[config.mk]
export PLATFORM = sky130hd
export DESIGN_NAME = md_issue_flat
export DESIGN_NICKNAME = d
export VERILOG_FILES = /design/src/rtl/md_issue_if.sv /design/src/rtl/md_issue.sv /design/src/flat_wrapper.sv
export SDC_FILE = /design/constraint.sdc
export NUM_CORES = 1
export LEC_CHECK = 0
export ABC_AREA = 1
export CORE_ASPECT_RATIO = 0.75
export CORE_MARGIN = 1
export CORE_UTILIZATION = 37
export CTS_CLUSTER_DIAMETER = 120
export DETAILED_ROUTE_END_ITERATION = 16
export HOLD_SLACK_MARGIN = 0.1
export MAX_ROUTING_LAYER = met4
export PLACE_DENSITY = 0.76
export SLEW_MARGIN = 20
export SYNTH_ARGS = -nofsm -noshare
export SYNTH_HDL_FRONTEND = slang
export SYNTH_SLANG_ARGS = --single-unit
[constraint.sdc]
create_clock -name clk -period 1.36 [get_ports clk]
set_input_delay 0.204 -clock clk [delete_from_list [all_inputs] [get_ports clk]]
set_output_delay 0.204 -clock clk [all_outputs]
set_load 0.02 [all_outputs]
[src/rtl/md_issue_if.sv]
// md_issue_if: E-stage/MDU issue interface.
// The master side is the E-stage plus MDU environment; the slave side is md_issue.
interface md_issue_if;
   logic        e_valid;
   logic [3:0]  e_op;
   logic [31:0] e_rs;
   logic [31:0] e_rt;
   logic        flush;
   logic        md_busy;
   logic        md_start;
   logic [3:0]  md_op;
   logic [31:0] md_d1;
   logic [31:0] md_d2;
   logic        stall_d;
   logic        hilo_done;
   logic        sync_err;

   modport master (
      output e_valid, e_op, e_rs, e_rt, flush, md_busy,
      input  md_start, md_op, md_d1, md_d2, stall_d, hilo_done, sync_err
   );

   modport slave (
      input  e_valid, e_op, e_rs, e_rt, flush, md_busy,
      output md_start, md_op, md_d1, md_d2, stall_d, hilo_done, sync_err
   );
endinterface

[src/rtl/md_issue.sv]
// md_issue: E-stage issue controller for the multiply/divide unit.
// Registers an accepted op and its operands into a one-cycle start pulse,
// tracks the MDU's fixed latency with a local counter, and drives the D stall.
// Optional feature macro: MD_ISSUE_SKID_EN (one-entry skid register while busy).
module md_issue #(
   parameter int MUL_LAT = 5,
   parameter int DIV_LAT = 10,
   parameter int CNT_W   = 4
) (
   input logic        clk,
   input logic        reset,
   md_issue_if.slave  bus
);

   typedef enum logic {S_IDLE = 1'b0, S_BUSY = 1'b1} state_t;

   localparam logic [CNT_W-1:0] MUL_CNT    = CNT_W'(MUL_LAT);
   localparam logic [CNT_W-1:0] DIV_CNT    = CNT_W'(DIV_LAT);
   localparam logic [CNT_W-1:0] MUL_CNT_M1 = CNT_W'(MUL_LAT - 1);
   localparam logic [CNT_W-1:0] DIV_CNT_M1 = CNT_W'(DIV_LAT - 1);

   state_t           r_state, w_state_nxt;
   logic [CNT_W-1:0] r_cnt, w_cnt_nxt;
   logic             r_is_div, w_is_div_nxt;
   logic             w_done_nxt;

   logic             r_md_start;
   logic [3:0]       r_md_op;
   logic [31:0]      r_md_d1, r_md_d2;
   logic             r_hilo_done;
   logic             r_sync_err;

   logic             w_md_req, w_e_issuable, w_e_mf;
   logic             w_stall, w_issue;
   logic [3:0]       w_iss_op;
   logic [31:0]      w_iss_d1, w_iss_d2;
   logic [CNT_W-1:0] w_lat_m1;
   logic             w_sync_bad;

`ifdef MD_ISSUE_SKID_EN
   logic             r_skid_v;
   logic [3:0]       r_skid_op;
   logic [31:0]      r_skid_rs, r_skid_rt;
   logic             w_skid_load, w_skid_issue;
`endif

   // Request decode, stall and issue selection.
   always_comb begin
      // NOTE: every signal gets a default first so no path leaves it unassigned (no latch).
      w_e_issuable = bus.e_op inside {[4'd1:4'd6]};
      w_e_mf       = bus.e_op inside {4'd7, 4'd8};
      w_md_req     = bus.e_valid & ~bus.flush & (bus.e_op inside {[4'd1:4'd8]});
      w_iss_op     = bus.e_op;
      w_iss_d1     = bus.e_rs;
      w_iss_d2     = bus.e_rt;
`ifdef MD_ISSUE_SKID_EN
      // In BUSY only a full skid or an HI/LO read holds E; in IDLE a pending skid has priority.
      if (r_state == S_IDLE)
         w_stall = w_md_req & (r_md_start | bus.md_busy | r_skid_v);
      else
         w_stall = w_md_req & (r_skid_v | w_e_mf);
      w_skid_load  = (r_state == S_BUSY) & w_md_req & ~w_stall & w_e_issuable;
      w_skid_issue = (r_state == S_IDLE) & r_skid_v & ~r_md_start & ~bus.md_busy;
      w_issue      = w_skid_issue |
                     ((r_state == S_IDLE) & w_md_req & ~w_stall & w_e_issuable);
      if (w_skid_issue) begin
         w_iss_op = r_skid_op;
         w_iss_d1 = r_skid_rs;
         w_iss_d2 = r_skid_rt;
      end
`else
      w_stall = w_md_req & ((r_state != S_IDLE) | r_md_start | bus.md_busy);
      w_issue = (r_state == S_IDLE) & w_md_req & ~w_stall & w_e_issuable;
`endif
   end

   // FSM state register: phase, latency counter and op class of the running op.
   always_ff @(posedge clk or negedge reset) begin
      if (!reset) begin
         r_state  <= S_IDLE;
         r_cnt    <= '0;
         r_is_div <= 1'b0;
      end else begin
         // NOTE: sequential state uses non-blocking assignment so every flop samples pre-edge values.
         r_state  <= w_state_nxt;
         r_cnt    <= w_cnt_nxt;
         r_is_div <= w_is_div_nxt;
      end
   end

   // FSM next-state: load latency on an arithmetic issue, count down while busy.
   always_comb begin
      w_state_nxt  = r_state;
      w_cnt_nxt    = r_cnt;
      w_is_div_nxt = r_is_div;
      w_done_nxt   = 1'b0;
      case (r_state)
         S_IDLE: begin
            if (w_issue && (w_iss_op inside {[4'd1:4'd4]})) begin
               w_state_nxt  = S_BUSY;
               w_is_div_nxt = w_iss_op inside {4'd3, 4'd4};
               w_cnt_nxt    = w_is_div_nxt ? DIV_CNT : MUL_CNT;
            end
         end
         S_BUSY: begin
            w_cnt_nxt = r_cnt - 1'b1;
            if (r_cnt == CNT_W'(1)) begin
               w_state_nxt = S_IDLE;
               w_done_nxt  = 1'b1;
            end
         end
         default: w_state_nxt = S_IDLE;
      endcase
   end

   // FSM outputs: combinational stall and the MDU/counter consistency test.
   always_comb begin
      w_lat_m1   = r_is_div ? DIV_CNT_M1 : MUL_CNT_M1;
      w_sync_bad = ((r_state == S_BUSY) & (r_cnt < w_lat_m1) & ~bus.md_busy) |
                   ((r_state == S_IDLE) & ~r_md_start & bus.md_busy);
      bus.stall_d   = w_stall;
      bus.md_start  = r_md_start;
      bus.md_op     = r_md_op;
      bus.md_d1     = r_md_d1;
      bus.md_d2     = r_md_d2;
      bus.hilo_done = r_hilo_done;
      bus.sync_err  = r_sync_err;
   end

   // Issue registers: start pulse, op, operands, completion pulse and sticky error.
   always_ff @(posedge clk or negedge reset) begin
      if (!reset) begin
         r_md_start  <= 1'b0;
         r_md_op     <= 4'd0;
         r_md_d1     <= 32'd0;
         r_md_d2     <= 32'd0;
         r_hilo_done <= 1'b0;
         r_sync_err  <= 1'b0;
      end else begin
         r_md_start  <= w_issue;
         r_md_op     <= w_issue ? w_iss_op : 4'd0;
         if (w_issue) begin
            r_md_d1 <= w_iss_d1;
            r_md_d2 <= w_iss_d2;
         end
         r_hilo_done <= w_done_nxt;
         if (w_sync_bad)
            r_sync_err <= 1'b1;
      end
   end

`ifdef MD_ISSUE_SKID_EN
   // Skid entry: captured while BUSY, released once back in IDLE; flush cannot drop it.
   always_ff @(posedge clk or negedge reset) begin
      if (!reset) begin
         // NOTE: the skid payload is reset too, so the issued operands are never X.
         r_skid_v  <= 1'b0;
         r_skid_op <= 4'd0;
         r_skid_rs <= 32'd0;
         r_skid_rt <= 32'd0;
      end else if (w_skid_load) begin
         r_skid_v  <= 1'b1;
         r_skid_op <= bus.e_op;
         r_skid_rs <= bus.e_rs;
         r_skid_rt <= bus.e_rt;
      end else if (w_skid_issue) begin
         r_skid_v  <= 1'b0;
      end
   end
`endif

endmodule
[src/flat_wrapper.sv]
// flat-port wrapper written by rule: the top's interface ports become plain ports
module md_issue_flat 
#(
   parameter int MUL_LAT = 5,
   parameter int DIV_LAT = 10,
   parameter int CNT_W   = 4
)
  (clk, reset, bus_e_valid, bus_e_op, bus_e_rs, bus_e_rt, bus_flush, bus_md_busy, bus_md_start, bus_md_op, bus_md_d1, bus_md_d2, bus_stall_d, bus_hilo_done, bus_sync_err);
  md_issue_if bus_i ();
  input logic clk;
  input logic reset;
  input wire logic [$bits(bus_i.e_valid)-1:0] bus_e_valid;
  input wire logic [$bits(bus_i.e_op)-1:0] bus_e_op;
  input wire logic [$bits(bus_i.e_rs)-1:0] bus_e_rs;
  input wire logic [$bits(bus_i.e_rt)-1:0] bus_e_rt;
  input wire logic [$bits(bus_i.flush)-1:0] bus_flush;
  input wire logic [$bits(bus_i.md_busy)-1:0] bus_md_busy;
  output wire logic [$bits(bus_i.md_start)-1:0] bus_md_start;
  output wire logic [$bits(bus_i.md_op)-1:0] bus_md_op;
  output wire logic [$bits(bus_i.md_d1)-1:0] bus_md_d1;
  output wire logic [$bits(bus_i.md_d2)-1:0] bus_md_d2;
  output wire logic [$bits(bus_i.stall_d)-1:0] bus_stall_d;
  output wire logic [$bits(bus_i.hilo_done)-1:0] bus_hilo_done;
  output wire logic [$bits(bus_i.sync_err)-1:0] bus_sync_err;
  assign bus_i.e_valid = bus_e_valid;
  assign bus_i.e_op = bus_e_op;
  assign bus_i.e_rs = bus_e_rs;
  assign bus_i.e_rt = bus_e_rt;
  assign bus_i.flush = bus_flush;
  assign bus_i.md_busy = bus_md_busy;
  assign bus_md_start = bus_i.md_start;
  assign bus_md_op = bus_i.md_op;
  assign bus_md_d1 = bus_i.md_d1;
  assign bus_md_d2 = bus_i.md_d2;
  assign bus_stall_d = bus_i.stall_d;
  assign bus_hilo_done = bus_i.hilo_done;
  assign bus_sync_err = bus_i.sync_err;
  md_issue #(.MUL_LAT(MUL_LAT), .DIV_LAT(DIV_LAT), .CNT_W(CNT_W)) u_core (.clk(clk), .reset(reset), .bus(bus_i));
endmodule
# Word level (Yosys, flattened, before mapping)
# Index checks and enable logic that the tools add are counted.
[totals]
out_inout_bits = 72
regBits = 77
inputBits = 73
word_cells = 53
[classes]
n_eq_ne = 4
muxes = 10
magnitude_cmp = 5
n_addsub = 1
reduce_logical = 6
bitwise_logic = 18
[ops]
columns = ["operator", "n"]
rows = [
  ["$mux 4", 4],
  ["$and 1x1->1", 10],
  ["$le 4x3->1 const B", 2],
  ["$pmux 4 s2", 1],
  ["$not 1->1", 5],
  ["$eq 4x1->1 const B", 1],
  ["$eq 4x2->1 const B", 1],
  ["$eq 4x3->1 const B", 1],
  ["$ge 4x1->1 const B", 1],
  ["$le 4x4->1 const B", 1],
  ["$logic_and 1x1->1", 4],
  ["$lt 4x4->1", 1],
  ["$mux 1", 4],
  ["$sub 4x1->4 const B", 1],
  ["$or 1x1->1", 3],
  ["$ne 2x2->1 const B", 1],
  ["$pmux 1 s2", 1],
  ["$reduce_and 2->1", 1],
  ["$reduce_bool 2->1", 1],
]

# Depth between registers and ports, before layout
# Gate-level depths: netlist of the first run.
[logic_depth]
depth_word = 10
depth_mapped = 10
depth_no_buf = 8

# Worst setup path after synthesis of the first run
# Ideal clock, no wire load.
[synth_timing]
kind = "reg-to-reg"
start = "register u_core.r_md_start, in the netlist u_core.bus.md_start"
end = "register u_core.r_md_d1[0], in the netlist u_core.bus.md_d1[0]"
t_required_ns = 1.244
t_arrival_ns = 1.232
setup_ns = 0.116
path_stages_with_launch = 9
path_buffers = 2
slack_ns = 0.011
synth_period_minus_slack_ns = 1.349
cell_sequence = "dfrtp_1 > inv_1 > nand3_4 > nor2_4 > nand2_4 > buf_4 > buf_4 > nand2_1 > nand2_1"
[synth_between]
elab_chain_cells = 6
[synth_rtl]
columns = ["element", "line", "text"]
rows = [
  ["start, declared", "md_issue.sv:27", "logic r_md_start;"],
  ["start signal, assigned", "md_issue.sv:140", "r_md_start <= w_issue;"],
  ["$or 1x1->1 (2 in a row)", "md_issue.sv:72", "w_stall = w_md_req & ((r_state != S_IDLE) | r_md_start | bus.md_busy);"],
  ["$and 1x1->1", "md_issue.sv:72", ""],
  ["$not 1->1", "md_issue.sv:73", "w_issue = (r_state == S_IDLE) & w_md_req & ~w_stall & w_e_issuable;"],
  ["$and 1x1->1 (2 in a row)", "md_issue.sv:73", ""],
  ["end signal, assigned", "md_issue.sv:143", "r_md_d1 <= w_iss_d1;"],
  ["end, declared", "md_issue.sv:29", "logic [31:0] r_md_d1, r_md_d2;"],
]
# No other way between the ends.
# A chain may end at the register's enable or synchronous reset.

# Final worst setup path of the first run
[layout_timing]
start = "register u_core.r_state"
end = "register u_core.r_md_d2[9], in the netlist u_core.bus.md_d2[9]"
[layout_between]
elab_chain_cells = 6
elab_cells_between_ends = 8
cone_classes = "bitwise (8)"
[layout_rtl]
columns = ["element", "line", "text"]
rows = [
  ["start, declared", "md_issue.sv:22", "state_t r_state, w_state_nxt;"],
  ["start signal, assigned", "md_issue.sv:85", "r_state <= w_state_nxt;"],
  ["$or 1x1->1 (2 in a row)", "md_issue.sv:72", ""],
  ["$and 1x1->1", "md_issue.sv:72", ""],
  ["$not 1->1", "md_issue.sv:73", ""],
  ["$and 1x1->1 (*) (2 in a row)", "md_issue.sv:73", ""],
  ["end signal, assigned", "md_issue.sv:144", "r_md_d2 <= w_iss_d2;"],
  ["end, declared", "md_issue.sv:29", ""],
]
# Mark *: on every way between the ends. The rest lies on a longest branch, timed or not.

==> metrics.md, run 1 <==
| Metric | Value |
|---|---|
| Vias/cell | `4.441` |
| Sw Ratio | `0.3427` |
| Main synth FF type | `dfrtp_1` |
| Fmax | `702.6 MHz` |
| Row count | `28` |
| Synth Area per Inst | `8.707 um2` |
| DR vias | `2802` |
| Clk_lat worst skew | `0.32 ns` |
| Synth top cells by count | `nand2_1, dfrtp_1, inv_1, nand3_1, nor2_1` |
| Hold_sp | `bus_e_op[1]` |
| Largest net degree at the start of global routing | `78` |
| Crit path DAT | `1.63 ns` |
| Area taken by multi-input logic gates | `1076 um2` |
| Die X | `108.7 um` |
| Max FO, Critical Path | `67` |
| Initial Util | `0.3905` |
| CTS sink cnt | `77` |
| Cell repeated most along the worst path | `nand2_1` |
| Final hold violations | `0` |
| DR DRC count | `0` |
| # Post-CTS Setup Buffers | `0` |
| Post-synth EDFFs | `0` |
| Worst-path cell chain | `inv_4 -> nand3_4 -> buf_4 -> nor2_4 -> nand2_4 -> buf_12 -> nand2_1 -> nand2_1` |
| Final Instance Count excl. Fillers | `631` |
| Sequential cell area | `1927 um2` |
| Final slew viol count | `0` |
| Crit share post-route | `1.047` |
| GRT Util Overall | `0.1863` |
| Filler instances | `689` |
| CP Capture Type | `flop` |
| FFs w/ async S/R, synth | `1.000` |
| GRT busiest layer | `met2` |
| Total power per unit cell area | `1992 nW/um2` |
| Post-synth top area share | `0.6097` |
| Clock power frac | `0.284` |
| Int Power | `6.667 mW` |
| Most numerous cell in the Yosys netlist | `nand2_1` |
| R2r startpoint | `u_core.r_state` |
| Initial DRC count | `143` |
| GR Layer Usage met2 | `0.2987` |
| Number of global-route vias before repair | `2594` |
| Hold_ws | `0.3765 ns` |
| Final WL | `7858 um` |
| Post-Place Cells | `615` |
| LEAKAGE | `2.795 nW` |
| Status | `complete, but fails checks` |
| Share of power burned in registers | `0.354` |
| Synth area leaders | `dfrtp_1, nand2_1, buf_6, nand3_1, ha_1` |
| Placer Congestion | `0.8385` |
| H-tree Lvls | `3` |
| Post-DP HPWL | `5443 um` |
| Crit path launch | `u_core.r_state` |
| CP required | `1.57 ns` |
| Max VDD drop | `0.9088 mV` |
| Overflow after GRT | `0` |
| Die footprint | `8919 um2` |
| Delay-heaviest family, CP | `simple AND/OR/NAND/NOR gates` |
| Post-synthesis sequential area ratio | `0.6097` |
| CTS Buf Count | `9` |
| Clock tree buffer depth | `2` |
| Min-delay worst type | `input port to flop` |
| Yosys warns | `0` |
| Global-route wire length before repair | `12190 um` |
| Synth Instances | `363` |
| Critical Path Start Type | `flop` |
| Drt pass-1 iters | `5` |
| Mapped Area | `3161 um2` |
| Worst clock skew | `0.006011 ns` |
| Share of cells above drive strength 1 | `0.08555` |
| Detailed-route wire length per cell | `12.45 um` |
| Slowest CP cell | `dfrtp_1` |
| Met3 Track Usage GR | `0.04524` |
| Fin nets | `599` |
| Crit Path Class | `flop to flop` |
| Bufs and invs on worst path | `3` |
| Initial antenna violation count | `0` |
| Comb pwr share | `0.362` |
| Clock Root Buffer | `clkbuf_16` |
| Cell accounting for the most synthesized area | `dfrtp_1` |
| Ant diodes | `0` |
| Post-route minimum period | `1.423 ns` |
| Worst-path clk slew | `0.06 ns` |
| Antenna viol nets, final | `0` |
| Num ports | `145` |
| Total negative slack | `-1.981 ns` |
| Final worst slack | `-0.06335 ns` |
| Max-cap violations | `0` |
| Chip Height | `82.04 um` |
| Final setup violation count | `49` |
| Failing checks | `setup timing` |
| Mapped Nets | `440` |
| Overall power | `10.14 mW` |
| Core Region | `8093 um2` |
| P_sw | `3.477 mW` |
| CP max stage delay | `0.40 ns` |
| Number of synthesized register bits | `77` |
| Unrepaired setup endpoints after global routing | `yes` |
| CTS tree | `yes` |
| Buffers on Ports | `144` |
| Met1 usage | `0.2289` |
| Distinct cells, synth | `21` |
| Synth-to-layout area growth | `61.08%` |
[logic make-up (layout without fill, tap and decap cells)]
group | after synthesis | after routing | share of synthesized area
compound gates | 7 | 7 | 0.01148
fa+ha+maj | 4 | 4 | 0.01584
buf+inv | 29 | 192 | 0.05463
flops | 77 | 77 | 0.6097
other cells | 1 | 1 | 0.001187
simple gates | 245 | 245 | 0.3072
[path summary, 6_finish.rpt]
kind,to,slack (ns),depth (start not counted)
max,u_core.bus.md_d2[9],-0.06,8
min,u_core.bus.md_op[1],0.38,4
max reg2reg,u_core.bus.md_d2[9],-0.06,8
min reg2reg,u_core.bus.md_d2[6],0.47,2
max in group asynchronous,u_core.bus.md_d2[7],0.58,3
min in group asynchronous,u_core.bus.md_op[1],0.43,3
[placed cells by master, fill, tap and decap left out, types with 9 or more instances in the layout]
cell,n
clkdlybuf4s50_1,69
inv_1,12
nand2_1,213
dfrtp_1,77
clkbuf_16,9
nand3_1,10
nor2_1,10
buf_4,15
dlygate4sd2_1,73
[power by group through the flow]
stage / Sequential (mW) / Clock (mW) / Combinational, mW
final: 3.59 / 2.89 / 3.67
after detailed placement: 3.63 / 0 / 4.24
after floorplan: 4.57 / 0 / 1.05
after CTS: 3.59 / 2.96 / 3.70
after global routing: 3.68 / 3.05 / 4.03
after global placement: 3.63 / 0 / 4.14
[tightest hold or removal path: stages]
cell and delay [ns]:
dlygate4sd2_1 0.26, inv_1 0.07, buf_4 0.10, nor2_1 0.04
[sequential cells by signal, summed over array words and instances, names as in the netlist]
signal                cells
u_core.bus.md_start       1
u_core.r_state            1
u_core.bus.hilo_done      1
u_core.bus.sync_err       1
u_core.bus.md_op          4
u_core.r_is_div           1
u_core.r_cnt              4
u_core.bus.md_d1         32
u_core.bus.md_d2         32
[layout make-up]
| cell class | instances | area share |
|---|---|---|
| Sequential cell | 77 | 0.3785 |
| Timing Repair Buffer | 162 | 0.3011 |
| Multi-Input combinational cell | 257 | 0.2114 |
| Clock buffer | 11 | 0.04768 |
| Tap cell | 105 | 0.02580 |
| Clock inverter | 4 | 0.02359 |
| Inverter | 15 | 0.01204 |
[metrics by stage]
step / instance area (um2) / util / setup slack, ns
global route: 5091 / 0.6291 / -0.1238
global placement: 4795 / 0.5925 / -0.5290
floorplan: 3161 / - / 0.01123
finish: 5091 / 0.6291 / -0.06335
CTS: 5089 / 0.6288 / -0.02592
detailed placement: 4795 / 0.5925 / -0.5641
[per-layer routing]
layer	vias up	part of all wire
met5	-	0
met4	0	0.012
met3	8	0.060
met2	101	0.48
met1	1272	0.45
li1	1421	-
[repair_timing]
item,4_1_cts,5_1_grt
gates resized for setup,84,1
hold buffers,1,0
endpoints found under the hold margin,77,0
cloned,0,0
setup endpoints to repair,140,72
Power figures use the tool's default switching activity.
==> run 2, diff against run 1 <==
==> constraint.sdc (replaced) <==
create_clock -name clk -period 1.2 [get_ports clk]
set_input_delay 0.18 -clock clk [delete_from_list [all_inputs] [get_ports clk]]
set_output_delay 0.18 -clock clk [all_outputs]
set_load 0.02 [all_outputs]
==> metrics.md, run 2 (synthesized netlist as in run 1, its figures left out) <==
| Metric | Value |
|---|---|
| DR DRC count | `0` |
| Buffers on Ports | `144` |
| Placer Congestion | `0.8422` |
| Flop2flop setup slack | `-0.17 ns` |
| CP required | `1.45 ns` |
| Detailed-route wire length per cell | `13.17 um` |
| Chip Height | `82.04 um` |
| Initial DRC count | `239` |
| Worst clock skew | `0.007869 ns` |
| Max VDD drop | `1.080 mV` |
| Fmax | `728.7 MHz` |
| Delay-heaviest family, CP | `buffers and inverters` |
| Crit path DAT | `1.63 ns` |
| Unrepaired setup endpoints after global routing | `yes` |
| Min-delay worst type | `input port to flop` |
| CTS sink cnt | `77` |
| Failing checks | `setup timing` |
| Total negative slack | `-10.36 ns` |
| H-tree Lvls | `3` |
| Overflow after GRT | `0` |
| Global-route wire length before repair | `12720 um` |
| Crit share post-route | `1.144` |
| Commonest non-fill, non-tap cell in the layout | `nand2_1` |
| Worst hold path endpoint | `u_core.bus.md_op[0]` |
| CP Capture Type | `flop` |
| Largest net degree at the start of global routing | `78` |
| Crit Path Class | `flop to flop` |
| DR vias | `2879` |
| Hold depth | `3` |
| Die X | `108.7 um` |
| Clk_lat worst skew | `0.32 ns` |
| Final slew viol count | `0` |
| Bufs and invs on worst path | `4` |
| Row count | `28` |
| Synth-to-layout area growth | `63.26%` |
| Share of cells above drive strength 1 | `0.2216` |
| Final worst slack | `-0.1724 ns` |
| Number of global-route vias before repair | `2794` |
| Final setup violation count | `75` |
| Slowest CP cell | `dfrtp_2` |
| Register-to-Register Path Depth | `9` |
| Initial Util | `0.3905` |
| Max FO, Critical Path | `7` |
| Worst-path clk slew | `0.05 ns` |
| Hold_ws | `0.1448 ns` |
| Initial antenna violation count | `0` |
| Worst-path cell chain | `inv_2 -> nand3_4 -> buf_6 -> nor2_4 -> nand2_4 -> clkinv_8 -> clkbuf_16 -> nand2_1 -> nand2_1` |
| Num ports | `145` |
| Clock Root Buffer | `clkbuf_16` |
| Final hold violations | `0` |
| Drt pass-1 iters | `5` |
| Post-DP HPWL | `5546 um` |
| Antenna viol nets, final | `0` |
| Clock tree buffer depth | `2` |
| R2r startpoint | `u_core.bus.md_start` |
| Status | `complete, but fails checks` |
| Worst R2R End | `u_core.bus.md_d1[0]` |
| CTS tree | `yes` |
| Vias/cell | `4.484` |
| Critical Path Start Type | `flop` |
| CTS Buf Count | `9` |
| Ant diodes | `0` |
| Fin nets | `611` |
| Max-cap violations | `0` |
| Total power per unit cell area | `2061 nW/um2` |
| Final WL | `8457 um` |
| LEAKAGE | `2.752 nW` |
| Die footprint | `8919 um2` |
| Filler instances | `682` |
| CP max stage delay | `0.40 ns` |
| GRT Util Overall | `0.1920` |
| Core Region | `8093 um2` |
| Hold_sp | `bus_e_op[0]` |
| Cell repeated most along the worst path | `nand2_1` |
| Most frequent cells in the layout | `nand2_1, dfrtp_1, clkdlybuf4s50_1` |
| Post-route minimum period | `1.372 ns` |
-- run 2: cell count changes in the layout (fill, tap and decap cells not counted), moves of 4 or more --
cell,previous run,this run
dlygate4sd2_1,73,1
clkbuf_2,0,42
clkdlybuf4s15_1,0,27
nand2_1,213,207
nor2_1,10,4
nor2_2,1,7
buf_6,0,5
bufinv_16,4,0
dlymetal6s2s_1,0,4
inv_1,12,8
inv_2,1,5
-- run 2: worst max path at each step --
stage                             start                    to  slack, ns  depth (start not counted)
CTS                         bus_e_op[1]  u_core.bus.md_d1[31]      -0.21                         11
floorplan                u_core.r_state   u_core.bus.md_d1[0]      -0.09                          8
detailed placement          bus_e_op[1]           bus_stall_d      -0.67                          8
finish              u_core.bus.md_start   u_core.bus.md_d1[0]      -0.17                          9
global placement            bus_e_op[1]           bus_stall_d      -0.62                          8
global route        u_core.bus.md_start  u_core.bus.md_d1[10]      -0.22                          9
-- run 2: timing repair --
item | 4_1_cts | 5_1_grt
pin swaps | 1 | 8
setup endpoints to repair | 146 | 135
cloned | 1 | 4
resized for setup | 137 | 94
endpoints found under the hold margin | 77 | 0
buffers inserted | 1 | 0
hold buffers | 1 | 0
-- run 2: tightest hold or removal path, stage by stage --
cell and delay [ns]:
dlymetal6s2s_1 0.14, inv_2 0.07, nor2_2 0.04
-- run 2: stage by stage --
step	setup slack (ns)	utilization	cell area (um2)	total power, mW	std cells
4_1_cts	-0.2082	0.6371	5156	10.84	638
3_5_place_dp	-0.6730	0.6014	4867	8.963	621
3_3_place_gp	-0.6194	0.6014	4867	8.846	621
2_1_floorplan	-0.08736	-	3182	6.358	363
5_1_grt	-0.2239	0.6376	5160	11.38	642
6_report	-0.1724	0.6376	5160	10.64	642
-- run 2: cell type report --
type	count	area [um2]	share of cell area
Clock inverter	3	15.01	0.002910
Sequential cell	77	1929	0.3739
Clock buffer	11	232.7	0.04510
Tap cell	105	131.4	0.02546
Inverter	15	71.32	0.01382
Multi-Input combinational cell	257	1150	0.2228
Timing Repair Buffer	174	1630	0.3160
-- run 2: per-layer routing --
metal / GRT usage / routed length [um] / vias up
li1: - / - / 1447
met1: 0.2329 / 3739 / 1328
met5: - / 0 / -
met4: 0.06216 / 53 / 0
met2: 0.3234 / 4161 / 100
met3: 0.03968 / 502 / 4
-- run 2: report_power, final --
part / internal [mW] / switching (mW) / leakage [nW]
Sequential: 3.55 / 0.554 / 0.976
Clock: 1.36 / 0.885 / 0.125
Combinational: 1.75 / 2.53 / 1.65
Total: 6.67 / 3.97 / 2.75
